## config.mk

```make
export PLATFORM = sky130hd
export DESIGN_NAME = tt_unswap
export DESIGN_NICKNAME = d
export VERILOG_FILES = /design/src/rtl/tt_unswap.sv
export SDC_FILE = /design/constraint.sdc
export NUM_CORES = 1
export LEC_CHECK = 0
export CORE_UTILIZATION = 34
export CTS_CLUSTER_DIAMETER = 40
export DETAILED_ROUTE_END_ITERATION = 8
export GPL_TIMING_DRIVEN = 1
export PLACE_DENSITY = 0.63
export SKIP_CTS_REPAIR_TIMING = 1
export SLEW_MARGIN = 20
export SYNTH_ARGS = -nofsm -noshare
export SYNTH_HDL_FRONTEND = slang
export SYNTH_SLANG_ARGS = --single-unit
```

## constraint.sdc

```tcl
create_clock -name clk -period 1.4 [get_ports clk]
set_input_delay 0.14 -clock clk [delete_from_list [all_inputs] [get_ports clk]]
set_output_delay 0.14 -clock clk [all_outputs]
set_load 0.03 [all_outputs]
```

## src/rtl/tt_unswap.sv

```systemverilog
// tt_unswap: recovers lanes a/b from a pair of scrambled lanes c/d.
// A key bit from an 8-bit Fibonacci LFSR says whether c/d were swapped.
// The LFSR restarts from the seed register at the start of every frame of
// FRAME_LEN pairs. The block stays in IDLE until the first load_seed.
//
// Parameters:
//   SEED      - seed used at reset and when a zero seed is loaded
//   FRAME_LEN - pairs per frame (2..256)
// Ports:
//   clk, rst_n           - clock, asynchronous active-low reset
//   load_seed, seed      - load the key seed and (re)start a frame
//   in_c, in_d, in_valid - scrambled input pair; in_ready accepts it
//   out_a, out_b         - recovered pair, out_valid/out_ready handshake
//   frame_end            - output pair is the last of its frame
//   locked               - block is in RUN
//   in_par, par_err      - frame parity check, only with TT_UNSWAP_PARITY_EN
// Optional feature macro: TT_UNSWAP_PARITY_EN
module tt_unswap #(
    parameter logic [7:0]  SEED      = 8'hA5,
    parameter int unsigned FRAME_LEN = 16
) (
    input  logic       clk,
    input  logic       rst_n,
    input  logic       load_seed,
    input  logic [7:0] seed,
    input  logic       in_c,
    input  logic       in_d,
    input  logic       in_valid,
    output logic       in_ready,
    output logic       out_a,
    output logic       out_b,
    output logic       out_valid,
    input  logic       out_ready,
    output logic       frame_end,
`ifdef TT_UNSWAP_PARITY_EN
    input  logic       in_par,
    output logic       par_err,
`endif
    output logic       locked
);

    localparam logic ST_IDLE = 1'b0;
    localparam logic ST_RUN  = 1'b1;

    localparam int unsigned CNT_W = (FRAME_LEN > 1) ? $clog2(FRAME_LEN) : 1;
    localparam logic [CNT_W-1:0] CNT_LAST = CNT_W'(FRAME_LEN - 1);

    logic             state_q, state_d;
    logic [7:0]       lfsr_q, lfsr_d;
    logic [7:0]       seed_q, seed_d;
    logic [CNT_W-1:0] cnt_q, cnt_d;
    logic             out_a_q, out_a_d;
    logic             out_b_q, out_b_d;
    logic             out_valid_q, out_valid_d;
    logic             frame_end_q, frame_end_d;

    logic       xfer;
    logic       last_beat;
    logic       key;
    logic       res_a;
    logic       res_b;
    logic [7:0] lfsr_step;
    logic [7:0] seed_eff;

    assign key       = lfsr_q[0];
    assign lfsr_step = {lfsr_q[6:0], lfsr_q[7] ^ lfsr_q[5] ^ lfsr_q[4] ^ lfsr_q[3]};
    assign seed_eff  = (seed == 8'h00) ? SEED : seed;
    assign last_beat = (cnt_q == CNT_LAST);
    assign res_a     = key ? in_d : in_c;
    assign res_b     = key ? in_c : in_d;

    // load_seed blocks acceptance, so it always wins over a transfer.
    assign in_ready = (state_q == ST_RUN) && !load_seed && (!out_valid_q || out_ready);
    assign xfer     = in_valid && in_ready;

    always_comb begin
        state_d     = state_q;
        lfsr_d      = lfsr_q;
        seed_d      = seed_q;
        cnt_d       = cnt_q;
        out_a_d     = out_a_q;
        out_b_d     = out_b_q;
        out_valid_d = out_valid_q;
        frame_end_d = frame_end_q;

        // Drain first; a same-cycle transfer below refills the output.
        if (out_ready) begin
            out_valid_d = 1'b0;
        end

        if (load_seed) begin
            state_d = ST_RUN;
            seed_d  = seed_eff;
            lfsr_d  = seed_eff;
            cnt_d   = '0;
        end else if (xfer) begin
            out_a_d     = res_a;
            out_b_d     = res_b;
            out_valid_d = 1'b1;
            frame_end_d = last_beat;
            if (last_beat) begin
                cnt_d  = '0;
                lfsr_d = seed_q;
            end else begin
                cnt_d  = cnt_q + CNT_W'(1);
                lfsr_d = lfsr_step;
            end
        end
    end

    always_ff @(posedge clk or negedge rst_n) begin
        if (!rst_n) begin
            state_q     <= ST_IDLE;
            lfsr_q      <= SEED;
            seed_q      <= SEED;
            cnt_q       <= '0;
            out_a_q     <= 1'b0;
            out_b_q     <= 1'b0;
            out_valid_q <= 1'b0;
            frame_end_q <= 1'b0;
        end else begin
            state_q     <= state_d;
            lfsr_q      <= lfsr_d;
            seed_q      <= seed_d;
            cnt_q       <= cnt_d;
            out_a_q     <= out_a_d;
            out_b_q     <= out_b_d;
            out_valid_q <= out_valid_d;
            frame_end_q <= frame_end_d;
        end
    end

    assign out_a     = out_a_q;
    assign out_b     = out_b_q;
    assign out_valid = out_valid_q;
    assign frame_end = frame_end_q;
    assign locked    = (state_q == ST_RUN);

`ifdef TT_UNSWAP_PARITY_EN
    logic par_acc_q, par_acc_d;
    logic par_err_q, par_err_d;
    logic par_full;

    // Parity over the whole frame, including the pair being accepted now.
    assign par_full = par_acc_q ^ res_a ^ res_b;

    always_comb begin
        par_acc_d = par_acc_q;
        par_err_d = par_err_q;
        if (load_seed) begin
            par_acc_d = 1'b0;
        end else if (xfer) begin
            if (last_beat) begin
                par_acc_d = 1'b0;
                par_err_d = (in_par != par_full);
            end else begin
                par_acc_d = par_full;
                par_err_d = 1'b0;
            end
        end
    end

    always_ff @(posedge clk or negedge rst_n) begin
        if (!rst_n) begin
            par_acc_q <= 1'b0;
            par_err_q <= 1'b0;
        end else begin
            par_acc_q <= par_acc_d;
            par_err_q <= par_err_d;
        end
    end

    assign par_err = par_err_q;
`endif

endmodule

```

# Yosys cells after proc, flatten, opt, wreduce, memory -nomap -nowiden

Cells that the tools add are included.

Add/sub/neg operators: 1
Equal/unequal tests: 1
Multiplexer cells: 12
Bitwise operators: 4
Reductions and logical operators: 9

Operators by type and width:

| kind                | count |
|---|---|
| $mux 8              | 4 |
| $mux 4              | 3 |
| $logic_not 8->1     | 1 |
| $mux 1              | 5 |
| $add 4x1->4 const B | 1 |
| $eq 4x4->1 const B  | 1 |
| $logic_and 1x1->1   | 3 |
| $xor 1x1->1         | 3 |
| $logic_not 1->1     | 2 |
| $reduce_and 2->1    | 1 |
| $reduce_bool 2->1   | 1 |
| $logic_or 1x1->1    | 1 |
| $not 1->1           | 1 |

Register bits after elaboration: 25
Input port bits: 15
Output and inout port bits: 6
Word-level logic and storage cells: 35

# Longest topological paths before layout

Depth after elaboration: 6
Gate-level depth with buffers: 6
Gate-level depth less buffers: 5

# Least setup slack after synthesis

Ideal clock, no wire load.

Path type: flip-flop to flip-flop
Start point: reg cnt_q[0]
End point: reg cnt_q[0]
Setup time: 77 ps
Data arrival time: 1363 ps
Required time: 1323 ps
Slack: -40 ps
Cell stages (with the launch flop): 6
Path buffers: 1
Clock period less this slack: 1440 ps
Cell sequence: dfrtp_1 -> ha_1 -> and3_1 -> buf_4 -> or3_1 -> a21oi_1

Cells in the longest elaborated chain, start to end: 4
Elaborated cells on any way between the ends: 5
Classes of those cells: add/sub: 1; eq/ne: 1; mux: 3

Ends and longest elaborated chain:

| what                                      | line    | source |
|---|---|---|
| start, declared                           | 51      | `logic [CNT_W-1:0] cnt_q, cnt_d;` |
| start signal, assigned                    | 125     | `cnt_q <= cnt_d;` |
| $add 4x1->4 or $eq 4x4->1 (tied branches) | 105, 68 |  |
| $mux 4 (*)                                | 101     | `if (last_beat) begin` |
| $mux 4 (*)                                | 96      | `end else if (xfer) begin` |
| $mux 4 (*)                                | 91      | `if (load_seed) begin` |

Every way passes the cells marked *; elsewhere a longest branch is shown, timed or not. The select of a mux whose other input is x is not followed.
A chain may end at the register's enable or synchronous reset.

# Worst setup path after layout

Start point: reg out_valid_q, in the netlist out_valid
End point: out in_ready

Cells in the longest elaborated chain, start to end: 3

Ends and longest elaborated chain:

| what                   | line | source |
|---|---|---|
| start, declared        | 54   | `logic out_valid_q, out_valid_d;` |
| start signal, assigned | 128  | `out_valid_q <= out_valid_d;` |
| $logic_not 1->1        | 73   | `assign in_ready = (state_q == ST_RUN) && !load_seed && (!out_valid_q \|\| out_ready);` |
| $logic_or 1x1->1       | 73   |  |
| $logic_and 1x1->1      | 73   |  |
| end, declared          | 29   | `output logic in_ready,` |

Every way passes these cells.

==> run_results.csv <==
group,metric,value,unit
layout,finalNonFillerCells,204,
global_route,grt_pass1_vias,932,
sta,worst_slew_pin_slew,0.571,ns
job,maxCapViolations,0,
layout,final_util,51.1,%
drt,drcViolationCount,0,
logic_synthesis,yosys_warnings,0,
clock_network,root_buffer,"clkbuf_4",
global_route,grt-ovfl-total,0,
power_and_ir_drop,p_sw_share,28.5,%
floorplan,die_x,62.5,um
layout,antenna_cells,0,
sta,whs,0.158,ns
sta,slew_headroom,61.8,%
place,dpl.hpwl,1.97,mm
drt,vias,1029,
sta,setup_ws,-0.0668,ns
floorplan,die_area,3900,um2
layout,drive_above_1_share,33.5,%
place,portBuffers,20,
power_and_ir_drop,combPwrFrac,25.2,%
clock_network,cts_tree,"yes",
floorplan,rows,21,
place,place_inst,195,
sta,layout_min_cycle_time,1.47,ns
setup_path,r2r-start,"out_valid",
floorplan,pin_count,21,
setup_path,crit_path_end_kind,"output port",
clock_network,clk_path_buf_depth,2,
power_and_ir_drop,power.leakage,0.783,nW
layout,finalNetCount,175,
sta,fin_setup_tns,-0.162,ns
drt,drt-total-wl,2.91,mm
drt,wl_met2,1.48,mm
sta,slew_viol_final,0,
floorplan,start_util,36.4,%
outcome,violations,"setup timing",
sta,hold_viol,0,
power_and_ir_drop,power_frac_seq,54.6,%
clock_network,clk_latency,0.32,ns
drt,wl_met1,1.32,mm
clock_network,cts_made_buffers,3,
power_and_ir_drop,p_switching,0.454,mW
logic_synthesis,syn-cell-area,1240,um2
layout,finalInstanceArea,1740,um2
outcome,status,"finished, violations left",
logic_synthesis,avgSynthCellArea,10.4,um2
drt,drt-initial-drc-count,21,
setup_path,cp_max_fo,5,
floorplan,core,3420,um2
logic_synthesis,syn-instance-count,119,
global_route,grt_usage,14.4,%
floorplan,dieHeight,62.5,um
power_and_ir_drop,internal-power,1.14,mW
logic_synthesis,synth_fp_nets,135,
setup_path,crit_arrival,1.33,ns
logic_synthesis,ys_ff_latch,25,
global_route,grt_pass1_wl,4.42,mm
power_and_ir_drop,peakVddDrop,0.335,mV
sta,setup_viol,7,
sta,fmax,682,MHz
drt,antenna_left,0,
clock_network,cts_htree_levels,1,
power_and_ir_drop,powerDensity,914,nW/um2
setup_path,startpoint_type,"flop",
logic_synthesis,ys_types,31,
logic_synthesis,synth_seq_area_share,51.2,%
drt,wl_met3,80,um
global_route,antenna_found_initial,0,
clock_network,path_clk_slew,0.14,ns
place,gp_congestion,0.753,
sta,fin_crit_sh,105,%
clock_network,clock_sinks,25,
global_route,grt_max_degree,26,
drt,drtPass1Iterations,4,
power_and_ir_drop,p_clk_share,20.2,%
sta,clock_skew,0.00866,ns
setup_path,worst-setup-path-type,"flop to output port",
place,postPlaceCellArea,1570,um2
setup_path,cp.required,1.26,ns
setup_path,critPathLaunch,"out_valid",
drt,wire_per_inst,14.3,um
layout,num-fill-cells,329,
sta,rsz0062_at_grt,"true",
drt,vias_per_cell,5.04,
layout,area_growth,40.4,%
drt,top_layer_used,"met4",
min_path,hp-class,"input pin to async pin",
final cells by class:
| type | instances | area (um2) | area share (%) |
|---|---|---|---|
| clock buffers | 3 | 22.5 | 1.29 |
| clock inverters | 1 | 5.00 | 0.287 |
| inverters | 4 | 15.0 | 0.861 |
| multi-input cells | 84 | 592 | 33.9 |
| flip-flops and latches | 25 | 636 | 36.4 |
| well taps | 46 | 57.6 | 3.30 |
| repair buffers | 41 | 417 | 23.9 |
per-layer routing:
layer / global-route usage [%] / up-vias
li1: - / 500
met1: 19.7 / 504
met2: 23.5 / 21
met3: 2.19 / 4
met4: 4.36 / 0
met5: 0 / -
power by group through the flow:
stage                     Clock, mW  Combinational [mW]  Sequential (mW)
after floorplan                   0               0.170            0.897
after global placement            0               0.349            0.874
after detailed placement          0               0.355            0.878
after CTS                     0.336               0.356            0.866
after global routing          0.371               0.442            0.880
final                         0.322               0.401            0.871
synthesized netlist by cell type (all sizes together):
cell type,number,area share (%)
a211o,1,0.71
a21o,2,1.4
a21oi,7,2.8
a221o,4,3.2
a31oi,1,0.50
and3,1,0.50
buf,4,2.7
clkbuf,2,2.2
dfrtp,17,34
dfstp,8,17
ha,1,1.0
inv,4,1.2
mux2,4,3.6
mux2i,4,3.2
nand2,23,6.9
nand2b,1,0.50
nand3,2,1.2
nand4,2,1.0
nand4b,1,1.2
nor2,5,1.7
o211ai,4,2.4
o21ai,12,4.8
or2,1,0.50
or3,2,1.0
or4,2,1.5
xnor2,3,2.1
xor2,1,0.71
path summary, 6_finish.rpt:
check / slack, ns / cells after the start / to
min in group clk: 0.46 / 3 / out_a
max in group asynchronous: 0.93 / 2 / seed_q[7]
worst max register to register: -0.04 / 7 / cnt_q[0]
worst max-delay path: -0.07 / 6 / in_ready
worst min-delay path: 0.16 / 2 / out_b
worst min register to register: 0.48 / 2 / seed_q[5]
stage by stage:
stage                     worst slack [ns]  power [mW]
after floorplan                   0.000570        1.07
after global placement              -0.190        1.22
after detailed placement            -0.217        1.23
after CTS                           -0.174        1.56
after global routing                -0.145        1.69
final                              -0.0668        1.59
kinds of logic (layout without fill, tap and decap cells):
kind of cell / Yosys count / in the layout / share of synthesized area [%]
xor gates and xnor gates: 4 / 4 / 2.82
and+or+nand+nor: 40 / 40 / 16.1
DFF: 25 / 25 / 51.2
adders and majority gates: 1 / 1 / 1.01
buffers and inverters: 10 / 49 / 6.14
AOI/OAI and AO/OA: 31 / 31 / 15.9
muxes: 8 / 8 / 6.85
flip-flops by register name, indices dropped and copies added (netlist names):
name,count
cnt_q,4
frame_end,1
lfsr_q,8
locked,1
out_a,1
out_b,1
out_valid,1
seed_q,8
critical path: stages, from the launching register on:
cell      delay [ns]
dfrtp_1         0.42
buf_6           0.12
nand2b_4        0.07
buf_6           0.11
nand2_2         0.04
nor2_2          0.11
buf_6           0.14
cell usage in the layout, fill, tap and decap left out, types with 4 or more instances in the layout:
cell and instances:
dfstp_2 8, dfrtp_1 17, inv_1 4, buf_4 15
mux2i_1 4, o21ai_0 9, a221o_1 4, clkdlybuf4s50_1 14
buf_6 5, o211ai_1 4, a21oi_1 6, mux2_2 4
nand2_1 20, dlymetal6s2s_1 5
(Power assumes the default switching activity.)
